`config.mk`:
```
export PLATFORM = sky130hd
export DESIGN_NAME = z16_instr_mem_sync_flat
export DESIGN_NICKNAME = d
export VERILOG_FILES = /design/src/rtl/z16_instr_mem_sync_if.sv /design/src/rtl/z16_instr_mem_sync.sv /design/src/flat_wrapper.sv
export SDC_FILE = /design/constraint.sdc
export NUM_CORES = 1
export LEC_CHECK = 0
export ABC_CLOCK_PERIOD_IN_PS = 4250
export CORE_MARGIN = 2
export CORE_UTILIZATION = 42
export CTS_CLUSTER_DIAMETER = 150
export DETAILED_ROUTE_END_ITERATION = 10
export DONT_BUFFER_PORTS = 1
export GPL_TIMING_DRIVEN = 0
export PLACE_DENSITY = 0.7
export SLEW_MARGIN = 20
export SYNTH_ARGS = -nofsm -noshare
export SYNTH_HDL_FRONTEND = slang
export SYNTH_SLANG_ARGS = --single-unit
export TNS_END_PERCENT = 100
```
`constraint.sdc`:
```
create_clock -name i_clk -period 4.25 [get_ports i_clk]
set_clock_uncertainty 0.15 [all_clocks]
set_input_delay 0.85 -clock i_clk [delete_from_list [all_inputs] [get_ports i_clk]]
set_output_delay 0.85 -clock i_clk [all_outputs]
set_load 0.02 [all_outputs]
```
`src/rtl/z16_instr_mem_sync_if.sv`:
```
// Fetch/program-load bus between the Z16 fetch logic and the instruction memory.
// Z16_IMEM_PARITY_EN adds the o_parity_err response signal.
interface z16_instr_mem_sync_if #(
  parameter int unsigned DATA_W = 16,
  parameter int unsigned ADDR_W = 16
);
  logic              i_req;
  logic [ADDR_W-1:0] i_addr;
  logic              i_stall;
  logic [DATA_W-1:0] o_instr;
  logic              o_valid;
  logic              o_err;
  logic              o_busy;
  logic              i_we;
  logic [ADDR_W-1:0] i_waddr;
  logic [DATA_W-1:0] i_wdata;
`ifdef Z16_IMEM_PARITY_EN
  logic              o_parity_err;

  modport master (
    output i_req, i_addr, i_stall, i_we, i_waddr, i_wdata,
    input  o_instr, o_valid, o_err, o_busy, o_parity_err
  );

  modport slave (
    input  i_req, i_addr, i_stall, i_we, i_waddr, i_wdata,
    output o_instr, o_valid, o_err, o_busy, o_parity_err
  );
`else
  modport master (
    output i_req, i_addr, i_stall, i_we, i_waddr, i_wdata,
    input  o_instr, o_valid, o_err, o_busy
  );

  modport slave (
    input  i_req, i_addr, i_stall, i_we, i_waddr, i_wdata,
    output o_instr, o_valid, o_err, o_busy
  );
`endif
endinterface

```
`src/rtl/z16_instr_mem_sync.sv`:
```
// Z16 synchronous instruction memory: clear sweep after reset, registered fetch with stall hold,
// program-load write port. Optional per-word even parity when Z16_IMEM_PARITY_EN is defined.
module z16_instr_mem_sync #(
  parameter int unsigned       DATA_W    = 16,
  parameter int unsigned       ADDR_W    = 16,
  parameter int unsigned       DEPTH     = 32,
  parameter logic [DATA_W-1:0] CLEAR_VAL = '0
) (
  input logic                 i_clk,
  input logic                 i_rst,
  z16_instr_mem_sync_if.slave bus
);

  localparam int unsigned       IDX_W    = (DEPTH > 1) ? $clog2(DEPTH) : 1;
  localparam logic [ADDR_W-1:0] DEPTH_A  = ADDR_W'(DEPTH);
  localparam logic [IDX_W-1:0]  LAST_IDX = IDX_W'(DEPTH - 1);

  typedef enum logic {
    ST_CLEAR,
    ST_RUN
  } state_e;

  state_e            state_q, state_d;
  logic [IDX_W-1:0]  cnt_q, cnt_d;
  logic [DATA_W-1:0] mem_q [DEPTH];

  logic [DATA_W-1:0] instr_q, instr_d;
  logic              valid_q, valid_d;
  logic              err_q, err_d;
  logic              busy;
  logic              accept;

  logic [ADDR_W-1:0] rd_idx_a;
  logic [ADDR_W-1:0] wr_idx_a;
  logic              rd_in_range;
  logic              wr_in_range;
  logic              rd_err;
  logic [DATA_W-1:0] rd_word;

  logic              mem_we;
  logic [IDX_W-1:0]  mem_widx;
  logic [DATA_W-1:0] mem_wdata;
  logic              unused_waddr_lsb;

  // Word indices zero-extended to the full address width so DEPTH == 2**(ADDR_W-1) still compares correctly.
  assign rd_idx_a         = {1'b0, bus.i_addr[ADDR_W-1:1]};
  assign wr_idx_a         = {1'b0, bus.i_waddr[ADDR_W-1:1]};
  assign rd_in_range      = (rd_idx_a < DEPTH_A);
  assign wr_in_range      = (wr_idx_a < DEPTH_A);
  assign rd_err           = bus.i_addr[0] | ~rd_in_range;
  assign rd_word          = mem_q[rd_idx_a[IDX_W-1:0]];
  assign unused_waddr_lsb = bus.i_waddr[0];

  // State register
  always_ff @(posedge i_clk) begin
    if (i_rst) begin
      state_q <= ST_CLEAR;
      cnt_q   <= '0;
    end else begin
      state_q <= state_d;
      cnt_q   <= cnt_d;
    end
  end

  // Next-state logic
  always_comb begin
    state_d = state_q;
    cnt_d   = cnt_q;
    unique case (state_q)
      ST_CLEAR: begin
        if (cnt_q == LAST_IDX) begin
          state_d = ST_RUN;
        end else begin
          cnt_d = cnt_q + IDX_W'(1);
        end
      end
      ST_RUN: state_d = ST_RUN;
      default: state_d = ST_CLEAR;
    endcase
  end

  // Output logic
  always_comb begin
    busy   = (state_q == ST_CLEAR);
    accept = ~busy & bus.i_req & ~bus.i_stall;
  end

  // Memory write port: the clear sweep owns it in CLEAR, program load in RUN.
  always_comb begin
    mem_we    = 1'b0;
    mem_widx  = cnt_q;
    mem_wdata = CLEAR_VAL;
    if (!i_rst) begin
      if (state_q == ST_CLEAR) begin
        mem_we = 1'b1;
      end else if (bus.i_we && wr_in_range) begin
        mem_we    = 1'b1;
        mem_widx  = wr_idx_a[IDX_W-1:0];
        mem_wdata = bus.i_wdata;
      end
    end
  end

  always_ff @(posedge i_clk) begin
    if (mem_we) begin
      mem_q[mem_widx] <= mem_wdata;
    end
  end

  // Read response: stall freezes everything, otherwise valid follows the previous accept.
  always_comb begin
    instr_d = instr_q;
    valid_d = valid_q;
    err_d   = err_q;
    if (!bus.i_stall) begin
      valid_d = accept;
      err_d   = accept & rd_err;
      if (accept) begin
        instr_d = rd_err ? CLEAR_VAL : rd_word;
      end
    end
  end

  always_ff @(posedge i_clk) begin
    if (i_rst) begin
      instr_q <= CLEAR_VAL;
      valid_q <= 1'b0;
      err_q   <= 1'b0;
    end else begin
      instr_q <= instr_d;
      valid_q <= valid_d;
      err_q   <= err_d;
    end
  end

  assign bus.o_instr = instr_q;
  assign bus.o_valid = valid_q;
  assign bus.o_err   = err_q;
  assign bus.o_busy  = busy;

`ifdef Z16_IMEM_PARITY_EN
  logic mem_par_q [DEPTH];
  logic parity_err_q, parity_err_d;
  logic rd_par;

  assign rd_par = mem_par_q[rd_idx_a[IDX_W-1:0]];

  always_ff @(posedge i_clk) begin
    if (mem_we) begin
      mem_par_q[mem_widx] <= ^mem_wdata;
    end
  end

  // Address errors take precedence; parity is only judged on a real word.
  always_comb begin
    parity_err_d = parity_err_q;
    if (!bus.i_stall) begin
      parity_err_d = accept & ~rd_err & ((^rd_word) != rd_par);
    end
  end

  always_ff @(posedge i_clk) begin
    if (i_rst) begin
      parity_err_q <= 1'b0;
    end else begin
      parity_err_q <= parity_err_d;
    end
  end

  assign bus.o_parity_err = parity_err_q;
`endif

endmodule

```
`src/flat_wrapper.sv`:
```
// flat-port wrapper written by rule: the top's interface ports become plain ports
module z16_instr_mem_sync_flat 
#(
  parameter int unsigned       DATA_W    = 16,
  parameter int unsigned       ADDR_W    = 16,
  parameter int unsigned       DEPTH     = 32,
  parameter logic [DATA_W-1:0] CLEAR_VAL = '0
)
  (i_clk, i_rst, bus_i_req, bus_i_addr, bus_i_stall, bus_i_we, bus_i_waddr, bus_i_wdata, bus_o_instr, bus_o_valid, bus_o_err, bus_o_busy);
  z16_instr_mem_sync_if #(.DATA_W(DATA_W), .ADDR_W(ADDR_W)) bus_i ();
  input logic i_clk;
  input logic i_rst;
  input wire logic [$bits(bus_i.i_req)-1:0] bus_i_req;
  input wire logic [$bits(bus_i.i_addr)-1:0] bus_i_addr;
  input wire logic [$bits(bus_i.i_stall)-1:0] bus_i_stall;
  input wire logic [$bits(bus_i.i_we)-1:0] bus_i_we;
  input wire logic [$bits(bus_i.i_waddr)-1:0] bus_i_waddr;
  input wire logic [$bits(bus_i.i_wdata)-1:0] bus_i_wdata;
  output wire logic [$bits(bus_i.o_instr)-1:0] bus_o_instr;
  output wire logic [$bits(bus_i.o_valid)-1:0] bus_o_valid;
  output wire logic [$bits(bus_i.o_err)-1:0] bus_o_err;
  output wire logic [$bits(bus_i.o_busy)-1:0] bus_o_busy;
  assign bus_i.i_req = bus_i_req;
  assign bus_i.i_addr = bus_i_addr;
  assign bus_i.i_stall = bus_i_stall;
  assign bus_i.i_we = bus_i_we;
  assign bus_i.i_waddr = bus_i_waddr;
  assign bus_i.i_wdata = bus_i_wdata;
  assign bus_o_instr = bus_i.o_instr;
  assign bus_o_valid = bus_i.o_valid;
  assign bus_o_err = bus_i.o_err;
  assign bus_o_busy = bus_i.o_busy;
  z16_instr_mem_sync #(.DATA_W(DATA_W), .ADDR_W(ADDR_W), .DEPTH(DEPTH), .CLEAR_VAL(CLEAR_VAL)) u_core (.i_clk(i_clk), .i_rst(i_rst), .bus(bus_i));
endmodule
```
== After elaboration in Yosys (flattened, before gate mapping) ==
Memories as Yosys holds them, arrays and structs flattened.
Cells that the tools add are included.

* Bitwise operators: 8
* Multiplexer cells: 14
* Magnitude comparators: 2
* Reductions and logical operators: 3
* Eq/ne operators: 1
* Add/sub/neg operators: 1

{| class="wikitable"
|+ Operators by type and width
! operator !! count
|-
| $mux W16 || 4
|-
| $lt A15 B6 Y1 const B || 2
|-
| $mux W5 || 3
|-
| $mux W1 || 6
|-
| $add A5 B1 Y5 const B || 1
|-
| $eq A5 B5 Y1 const B || 1
|-
| $not A1 Y1 || 4
|-
| $reduce_and A2 Y1 || 2
|-
| $and A1 B1 Y1 || 3
|-
| $pmux W1 S2 || 1
|-
| $logic_and A1 B1 Y1 || 1
|-
| $or A1 B1 Y1 || 1
|}

* Input port bits: 53
* Memories kept: 1
* Output and inout port bits: 19
* Word-level logic and storage cells: 35
* Memory bits (writable): 512
* Register bits: 24

{| class="wikitable"
|+ Memories
! name !! depth !! width !! rd ports !! clocked after Yosys merged registers in !! write ports !! line !! text
|-
| u_core.mem_q || 32 || 16 || 1 || 0 || 1 || z16_instr_mem_sync.sv:25 || <nowiki>logic [DATA_W-1:0] mem_q [DEPTH];</nowiki>
|}

== Logic depth before layout (Yosys ltp) ==
* Depth after elaboration: 7
* Gate-level depth with buffers: 7

== Least setup slack after synthesis ==
No wires, ideal clock.

* Path kind: input port to flip-flop
* Start point: input bus_i_waddr[15]
* End point: memory u_core.mem_q[10][0], enable pin
* Path buffers: 2
* Library setup time: 430 ps
* Arrival time: 3654 ps
* Path slack: 16 ps
* Required time: 3670 ps
* Stages on the path: 6
* Path through: nor4_2 > nand4_1 > buf_2 > mux2_4 > buf_2 > nor4_1

* Cells in the longest elaborated chain, start to end: 7
* Elaborated cells on any way between the ends: 10
* Classes of those cells: order compare (1); mux (8); reduce/logical (1)

{| class="wikitable"
|+ RTL lines
! what !! line !! text
|-
| start, declared || flat_wrapper.sv:17 || <nowiki>input wire logic [$bits(bus_i.i_waddr)-1:0] bus_i_waddr;</nowiki>
|-
| $lt A15 B6 Y1 * || z16_instr_mem_sync.sv:49 || <nowiki>assign wr_in_range = (wr_idx_a < DEPTH_A);</nowiki>
|-
| $logic_and A1 B1 Y1 * || z16_instr_mem_sync.sv:96 || <nowiki>end else if (bus.i_we && wr_in_range) begin</nowiki>
|-
| $mux W1 || z16_instr_mem_sync.sv:96 ||
|-
| $mux W1 || z16_instr_mem_sync.sv:94 || <nowiki>if (state_q == ST_CLEAR) begin</nowiki>
|-
| $mux W1 || z16_instr_mem_sync.sv:93 || <nowiki>if (!i_rst) begin</nowiki>
|-
| $mux W1 || z16_instr_mem_sync.sv:105 || <nowiki>if (mem_we) begin</nowiki>
|-
| $mux W1 (not written as such) || z16_instr_mem_sync.sv:106 || <nowiki>mem_q[mem_widx] <= mem_wdata;</nowiki>
|-
| end, declared || z16_instr_mem_sync.sv:25 ||
|}

Mark *: on every way between the ends. The rest lies on a longest branch, timed or not.

== Worst setup path in the final report ==
* Start point: register u_core.state_q
* End point: memory u_core.mem_q[10][4], enable pin

* Cells in the longest elaborated chain, start to end: 4
* Elaborated cells on any way between the ends: 6
* Classes of those cells: mux (6)

{| class="wikitable"
|+ RTL lines
! what !! line !! text
|-
| start, declared || z16_instr_mem_sync.sv:23 || <nowiki>state_e state_q, state_d;</nowiki>
|-
| start signal, assigned || z16_instr_mem_sync.sv:60 || <nowiki>state_q <= state_d;</nowiki>
|-
| $mux W1 || z16_instr_mem_sync.sv:94 ||
|-
| $mux W1 || z16_instr_mem_sync.sv:93 ||
|-
| $mux W1 || z16_instr_mem_sync.sv:105 ||
|-
| $mux W1 (not written as such) || z16_instr_mem_sync.sv:106 ||
|}

Several ways; a longest one is shown, not always the timed one.

==> results.env <==
POSTSYNTH.TOPFLOPCELL='sky130_fd_sc_hd__edfxtp_1'
GRT_SETUP_UNREPAIRED='false'
AREA_OF_THE_DIE_SQ_MM=0.05216
DRCVIOLATIONCOUNT=0
ANTENNA_CELLS_INSERTED=0
MIN_PATH_TYPE='input pin to register'
TIMING.MAX_SLEW.REL_SLACK_PCT=35.62
CELL_VARIETY_AFTER_SYNTH=46
STD_CELL_ROWS=82
POST-ROUTE-PERIOD-UTIL_PCT=84.15
SLOWEST_DELAY_PS=730
WORSTSETUPSTARTPOINTTYPE='register'
HOLD_VIOL_FINAL=0
SYNTH_ADDER_AREA_SHARE_PCT=0.1183
GRT_REMAINING_OVERFLOW=0
ASYNCSETRESETFLOPFRACSYNTH_PCT=0
DRT.ANTENNA.VIOLATING_NETS=0
FINALSETUPVIOLCOUNT=0
STATUS='finished clean'
DETAIL_ROUTE.WL_PER_CELL_UM=27.74
SYNTH.AVG_CELL_AREA_SQ_UM=21.56
VIA_COUNT=10687
MAPPEDNETLISTNETS=1036
TOTAL_POWER_mW=10.62
ROUTE.FINAL.WIRE_LENGTH_UM=51130
CRITICAL_PATH.CELL_CHAIN='nor2b_1 > nand4_1 > buf_2 > mux2_4 > buf_2 > nor4_2 > buf_4 > buf_2 > buf_2'
CLK_PIN_SLEW_PS=60
SETUP_TNS_PS=0
CRITICAL-PATH-TOP-DELAY-FAMILY='buffers and inverters'
FILLERS=3961
ANTENNA_FOUND_INITIAL=1
CHIPHEIGHT_UM=228.4
TRITONCTS='built'
FINALWORSTSETUPSLACK_PS=673.5
MAX_FO_CRITICAL_PATH=10
GLOBALROUTETOTALUTIL_PCT=19.84
WORST_SLEW_PIN_SLEW_PS=946.9
POST-CTS-SETUP-BUFFERS=0
FINAL_LAYOUT_SIZE_SUFFIX_GT1_SHARE_PCT=38.43
MAX-CAP-VIOLATIONS=0
IO_BUFFERS=0
SEQ_AREA_FRAC_SYNTH_PCT=74.98
WORSTSKEWPAIRLATENCY_PS=570
SYNTH_TOP_FAMILY_BY_AREA='multiplexers'
HTREE_LEVELS=2
INITIALDRTVIOLATIONCOUNT=1501
POST-PLACE-CELLS=1747
DP_SLACK_PS=111.5
LAYOUT.CORE_UTILIZATION_PCT=48.93
SYNTH_ENABLE_FLOP_CELLS=512
CLOCK_SINK_COUNT=536
SLEW_VIOLATIONS=0
GRT_PASS1_WL_UM=74950
MOST_REPEATED_LIBRARY_CELL_ON_THE_CRITICAL_PATH='sky130_fd_sc_hd__buf_2'
POSTSYNTHREGISTERBITS=536
AREA.GROWTH.SYNTH_TO_FINAL_PCT=15.61
FLOORPLAN.INITIALDENSITY_PCT=42.32
POST_SYNTH_INST_COUNT=981
PWR_DENSITY_CELL_mW_PER_MM2=434.6
POWER.IR.VDD_WORST_uV=313.9
NETLIST_AREA_SQ_MM=0.02115
WL_MET2_UM=23560
PLACE_CONGESTION=0.8837
SHARE_OF_THE_SYNTHESIZED_NETLIST_AREA_TAKEN_BY_XOR_AND_XNOR_GATES_PCT=0.1243
CTS_INSERTED_BUFFERS=52
PLACEDINSTANCEAREA_SQ_MM=0.02276
TOP_LAYER='met4'
IO_PINS=72
CORE_AREA_SQ_MM=0.04997
ROOT_BUFFER='sky130_fd_sc_hd__clkbuf_16'
CTS_REPAIR_RESIZE_COUNT=0
DETAILEDROUTE.FIRSTPASSITERATIONCOUNT=6
DESIGN_AREA_SQ_MM=0.02445
GRT_PASS1_VIAS=10929
MIN_PERIOD_PS=3576
FMAX_GHz=0.2796
CRITPATHCAPTURETYPE='register'
MAXIMUM_NUMBER_OF_PINS_ON_ONE_NET_BEFORE_GLOBAL_ROUTE_REPAIR=33
HPWL_UM=35490
POSTCTSHOLDBUFS=0
WORST_EP_ARRIVAL_TIME_PS=3710
WIRELENGTH_MET1_UM=20620
CRITICAL_PATH_BUF_INV_COUNT=5
YOSYSWARNINGS=0
P_LEAK_nW=6.907
YOSYS.AREA_SHARE.SIMPLE_PCT=3.674
MET3ROUTEDLENGTH_UM=5315
WORST_PATH_MAX_DELAY_CELL='sky130_fd_sc_hd__nor4_2'
FINAL-INSTANCE-COUNT-EXCL-FILL=1843
SYNTH_MUX_AREA_SHARE_PCT=17.99
HOLD_WS_PS=272.1
DIE_WIDTH_UM=228.4
CLOCKBUFFERDEPTH=3
SYNTH_COMPOUND_GATE_AREA_SHARE_PCT=1.704
NUM-NETS-FINAL=1184
WORST-SETUP-PATH-TYPE='register to register'
VIAS_PER_CELL=5.799
WORST-ENDPOINT-REQUIRED_PS=4380
## where the power goes
part	switching (mW)	internal, mW	leakage (nW)
Clock	1.87	2.65	0.826
Combinational	0.218	0.136	2.12
Sequential	0.0117	5.74	3.96
## metal layers
layer	up-vias	track usage (%)
li1	4451	-
met1	5565	28.03
met2	581	30.42
met3	90	4.840
met4	0	6.679
met5	-	0
## state kept, by name, indices dropped and copies added, names as in the netlist
name                count
u_core.bus.o_err        1
u_core.cnt_q            5
u_core.bus.o_valid      1
u_core.mem_q          512
u_core.state_q          1
u_core.bus.o_instr     16
## final cells by class
class	count	area [sq um]	share of cell area, %
well taps	672	840.8	3.439
clock buffers	74	1475	6.034
plain buffers	54	282.8	1.157
flip-flops and latches	536	15860	64.85
inverters	4	15.01	0.06142
multi-input cells	387	5240	21.43
repair buffers	94	535.5	2.190
clock inverters	22	202.7	0.8291
## worst paths after layout
check / slack [ps] / from / endpoint / cells after the start
max: 670 / u_core.state_q$_SDFF_PP0_ / u_core.mem_q[10][4]$_DFFE_PP_ / 9
min reg2reg: 420 / u_core.bus.o_err$_SDFFE_PP0N_ / u_core.bus.o_err$_SDFFE_PP0N_ / 2
min: 270 / bus_i_stall / u_core.bus.o_err$_SDFFE_PP0N_ / 2
max reg2reg: 670 / u_core.state_q$_SDFF_PP0_ / u_core.mem_q[10][4]$_DFFE_PP_ / 9
## logic make-up after synthesis
kind of cell	count (synthesis)
AOI/OAI and AO/OA	42
xor gates and xnor gates	3
adders and majority gates	2
buffers and inverters	58
DFF	536
muxes	215
and+or+nand+nor	125
## cells in the final DEF, fill, tap and decap left out, types with 9 or more instances in the layout
cell                        count
sky130_fd_sc_hd__buf_2         96
sky130_fd_sc_hd__mux2_2        47
sky130_fd_sc_hd__and2_2        16
sky130_fd_sc_hd__nor4_2        33
sky130_fd_sc_hd__edfxtp_1     512
sky130_fd_sc_hd__nand2_1       10
sky130_fd_sc_hd__mux4_2       127
sky130_fd_sc_hd__clkbuf_16     53
sky130_fd_sc_hd__clkbuf_1      28
sky130_fd_sc_hd__nand3_1       19
sky130_fd_sc_hd__nor2_1        12
sky130_fd_sc_hd__clkinv_1      10
sky130_fd_sc_hd__o211ai_2      10
sky130_fd_sc_hd__dfxtp_1       24
sky130_fd_sc_hd__mux2i_1       33
sky130_fd_sc_hd__nor2b_1       10
sky130_fd_sc_hd__buf_4         26
sky130_fd_sc_hd__nor3b_1        9
## cell usage after synthesis (2+ instances only)
| master | n | area, sq um |
|---|---|---|
| sky130_fd_sc_hd__edfxtp_1 | 512 | 15370 |
| sky130_fd_sc_hd__mux4_2 | 127 | 2860 |
| sky130_fd_sc_hd__mux2_2 | 47 | 529.3 |
| sky130_fd_sc_hd__mux2i_1 | 40 | 400.4 |
| sky130_fd_sc_hd__nor4_1 | 32 | 200.2 |
| sky130_fd_sc_hd__buf_2 | 25 | 125.1 |
| sky130_fd_sc_hd__dfxtp_1 | 24 | 480.5 |
| sky130_fd_sc_hd__nand3_1 | 19 | 95.09 |
| sky130_fd_sc_hd__and2_1 | 16 | 100.1 |
| sky130_fd_sc_hd__clkbuf_1 | 14 | 52.55 |
| sky130_fd_sc_hd__nor2_1 | 12 | 45.04 |
| sky130_fd_sc_hd__nand2_1 | 10 | 37.54 |
| sky130_fd_sc_hd__nor2b_1 | 10 | 62.56 |
| sky130_fd_sc_hd__o211ai_2 | 10 | 125.1 |
| sky130_fd_sc_hd__nor3b_1 | 9 | 67.56 |
| sky130_fd_sc_hd__a31oi_1 | 8 | 50.05 |
| sky130_fd_sc_hd__a32oi_1 | 8 | 70.07 |
| sky130_fd_sc_hd__buf_1 | 6 | 22.52 |
| sky130_fd_sc_hd__buf_4 | 5 | 37.54 |
| sky130_fd_sc_hd__o211ai_1 | 5 | 37.54 |
| sky130_fd_sc_hd__a21oi_1 | 4 | 20.02 |
| sky130_fd_sc_hd__buf_6 | 4 | 45.04 |
| sky130_fd_sc_hd__inv_1 | 3 | 11.26 |
| sky130_fd_sc_hd__nand4_1 | 3 | 18.77 |
| sky130_fd_sc_hd__ha_1 | 2 | 25.02 |
| sky130_fd_sc_hd__nor3_1 | 2 | 10.01 |
| sky130_fd_sc_hd__nor4_4 | 2 | 42.54 |
| sky130_fd_sc_hd__o21ai_0 | 2 | 10.01 |
| sky130_fd_sc_hd__or4_4 | 2 | 22.52 |
| sky130_fd_sc_hd__xor2_1 | 2 | 17.52 |
No activity file was read; power rests on OpenSTA's default activity.
==> RTL edit (same settings) <==
`DEPTH` is set to 32 in 2 places; all go to 64.
--- a/src/rtl/z16_instr_mem_sync.sv
+++ b/src/rtl/z16_instr_mem_sync.sv
@@ -3,7 +3,7 @@
 module z16_instr_mem_sync #(
   parameter int unsigned       DATA_W    = 16,
   parameter int unsigned       ADDR_W    = 16,
-  parameter int unsigned       DEPTH     = 32,
+  parameter int unsigned       DEPTH     = 64,
   parameter logic [DATA_W-1:0] CLEAR_VAL = '0
 ) (
   input logic                 i_clk,
--- a/src/flat_wrapper.sv
+++ b/src/flat_wrapper.sv
@@ -3,7 +3,7 @@
 #(
   parameter int unsigned       DATA_W    = 16,
   parameter int unsigned       ADDR_W    = 16,
-  parameter int unsigned       DEPTH     = 32,
+  parameter int unsigned       DEPTH     = 64,
   parameter logic [DATA_W-1:0] CLEAR_VAL = '0
 )
   (i_clk, i_rst, bus_i_req, bus_i_addr, bus_i_stall, bus_i_we, bus_i_waddr, bus_i_wdata, bus_o_instr, bus_o_valid, bus_o_err, bus_o_busy);
Function: no difference found for any inputs over 10 cycles, from zero or initial values and one cycle with i_rst high; that may be too few to reach the edited logic, so the function may still have changed.
==> RTL edit against the original RTL <==
Synthesized cell count increased by 110%; total power is 99% higher; area after synthesis is 96% higher; fmax fell by 8.9%; setup slack got worse by 0.35 ns; wire length increased by 120%; sequential cell count is 513 higher; final area is 95% higher.
==> RTL edit: results (changes against the original RTL) <==
Run status
  – Outcome: finished, final reports clean

Clock tree
  – CTS resizes: 0 (unchanged)
  – Post-CTS setup buffer count: 0 (unchanged)
  – Total CTS buffers: 99 (+90%)
  – Clock transition at path regs: 0.07 ns
  – Clk buf depth: 3 (unchanged)
  – Worst skew pair latency: 0.66 ns (+0.09 ns)
  – H-Tree Depth: 3 (+1)
  – Root Driver: clkbuf_16

Critical path
  – Launch point of the worst path: bus_i_addr[2]
  – FF-to-FF path depth: 8 (-1)
  – Reg2reg start: u_core.state_q
  – Worst Setup EP: u_core.bus.o_instr[11]
  – CP max FO: 10 (unchanged)
  – Worst R2R Setup Slack: 0.84 ns (+0.17 ns)
  – Critical path data arrival time: 4.25 ns (+0.54 ns)
  – R2R Path End: u_core.mem_q[3][7]

Power and ir drop
  – Pleak: 17.4 nW (+150%)
  – Max rail drop VDD: 0.299 mV (-4.6%)

Yosys
  – Yosys cell types: 64 (+39%)
  – Commonest cells in the netlist: 1024 x edfxtp_1, 197 x mux2i_1, 186 x mux4_2
  – Syn nets: 2092 (+100%)
  – Synth top area cells: edfxtp_1 74%, mux4_2 10%, mux2i_1 4.8%, dfxtp_1 1.2%, a22oi_1 0.93%
  – Register area share after synthesis: 75.6% (+0.60 points)
  – Asr flop ratio synth: 0% (unchanged)
  – Post-synth EDFFs: 1024 (+100%)
  – Warnings, synthesis: 0 (unchanged)

Placement
  – Dpl hpwl: 76300 um (+120%)
  – IO buf count: 0 (unchanged)
  – GP Congestion: 1.05 (+19%)

Global routing
  – Initial antenna violation count: 5 (+4)
  – First-pass GRT wire length: 157000 um (+110%)
  – Pin count of the biggest net entering global routing: 65 (+97%)
  – Gr usage total: 21.8% (+2.0 points)
  – Vias in the first global route: 21700 (+99%)

STA
  – Max_slew headroom: 22.3% (-13 points)

Finish
  – Largest register by flop count: u_core.mem_q
  – Fillers: 7702 (+94%)
  – Layout cells sized above 1: 27.6% (-11 points)
  – # nets final: 2287 (+93%)
  – Largest register FFs: 1024 (+100%)

Routing
  – Avg Vias per Cell: 6.11 (+5.4%)
  – WL final: 112000 um (+120%)
  – Initial DRT Pass Iterations: 7 (+1)
  – 1st-iter DRT viols: 3289 (+120%)

Hold path
  – Hold Path Class: in -> reg
RTL edit: power by group:
group          internal [W]  switching (W)  leakage, nW
Sequential           0.0112     0.00000976         11.5
Combinational      0.000280       0.000513         4.31
Clock               0.00533        0.00378         1.62
RTL edit: per-layer routing:
metal | vias to the layer above | track usage, % | wire length, um
li1 | 8902 | - | -
met1 | 11500 | 28.6 | 41800
met2 | 1389 | 35.4 | 53500
met3 | 253 | 4.82 | 11500
met4 | 6 | 8.89 | 4980
met5 | - | 0 | 37
RTL edit: area by class of cell:
class	instances	share of cell area, %
Buffer	114	1.46
Sequential cell	1049	65.5
Multi-Input combinational cell	868	20.3
Timing Repair Buffer	94	2.27
Antenna cell	2	0.0105
Clock buffer	117	5.44
Clock inverter	64	1.57
Inverter	7	0.0551
Tap cell	1287	3.37
RTL edit: cells by family after synthesis:
| family | after synthesis | share of synthesized area [%] |
|---|---|---|
| DFF | 1049 | 75.6 |
| adders and majority gates | 1 | 0.0303 |
| muxes | 416 | 15.8 |
| buffers and inverters | 121 | 1.75 |
| and+or+nand+nor | 235 | 3.01 |
| AOI/OAI and AO/OA | 212 | 3.75 |
| xor gates and xnor gates | 4 | 0.0847 |
RTL edit: worst max-delay path, cell delays in order:
cell and delay (ns):
buf_2 0.23, buf_4 0.34, clkbuf_1 0.73, mux4_2 0.42, mux2i_1 0.43, o22ai_1 0.15
nor3_1 0.95, a221oi_1 0.11
RTL edit: per-stage QoR:
step | utilization, % | instance area, sq um | hold slack [ns] | setup WS [ns] | std cells
final | 48.7 | 47700 | 0.204 | 0.323 | 3602
after global routing | 48.7 | 47700 | 0.222 | 0.465 | 3600
after CTS | 48.7 | 47700 | 0.195 | 0.682 | 3600
after detailed placement | 45.3 | 44400 | 0.420 | 0.00390 | 3419
after global placement | 43.8 | 43000 | 0.401 | -1.18 | 3325
after floorplan | - | 41300 | 0.383 | 0.449 | 2038
RTL edit: worst min-delay path by stage:
stage,slack [ns],end,depth (start not counted),from
2_1_floorplan,0.38,u_core.bus.o_valid,2,u_core.bus.o_valid
3_3_place_gp,0.40,u_core.bus.o_valid,2,u_core.bus.o_valid
3_5_place_dp,0.42,u_core.bus.o_valid,2,u_core.bus.o_valid
4_1_cts,0.19,u_core.bus.o_valid,2,bus_i_stall
5_1_grt,0.22,u_core.bus.o_err,2,bus_i_stall
6_report,0.20,u_core.bus.o_err,2,bus_i_stall
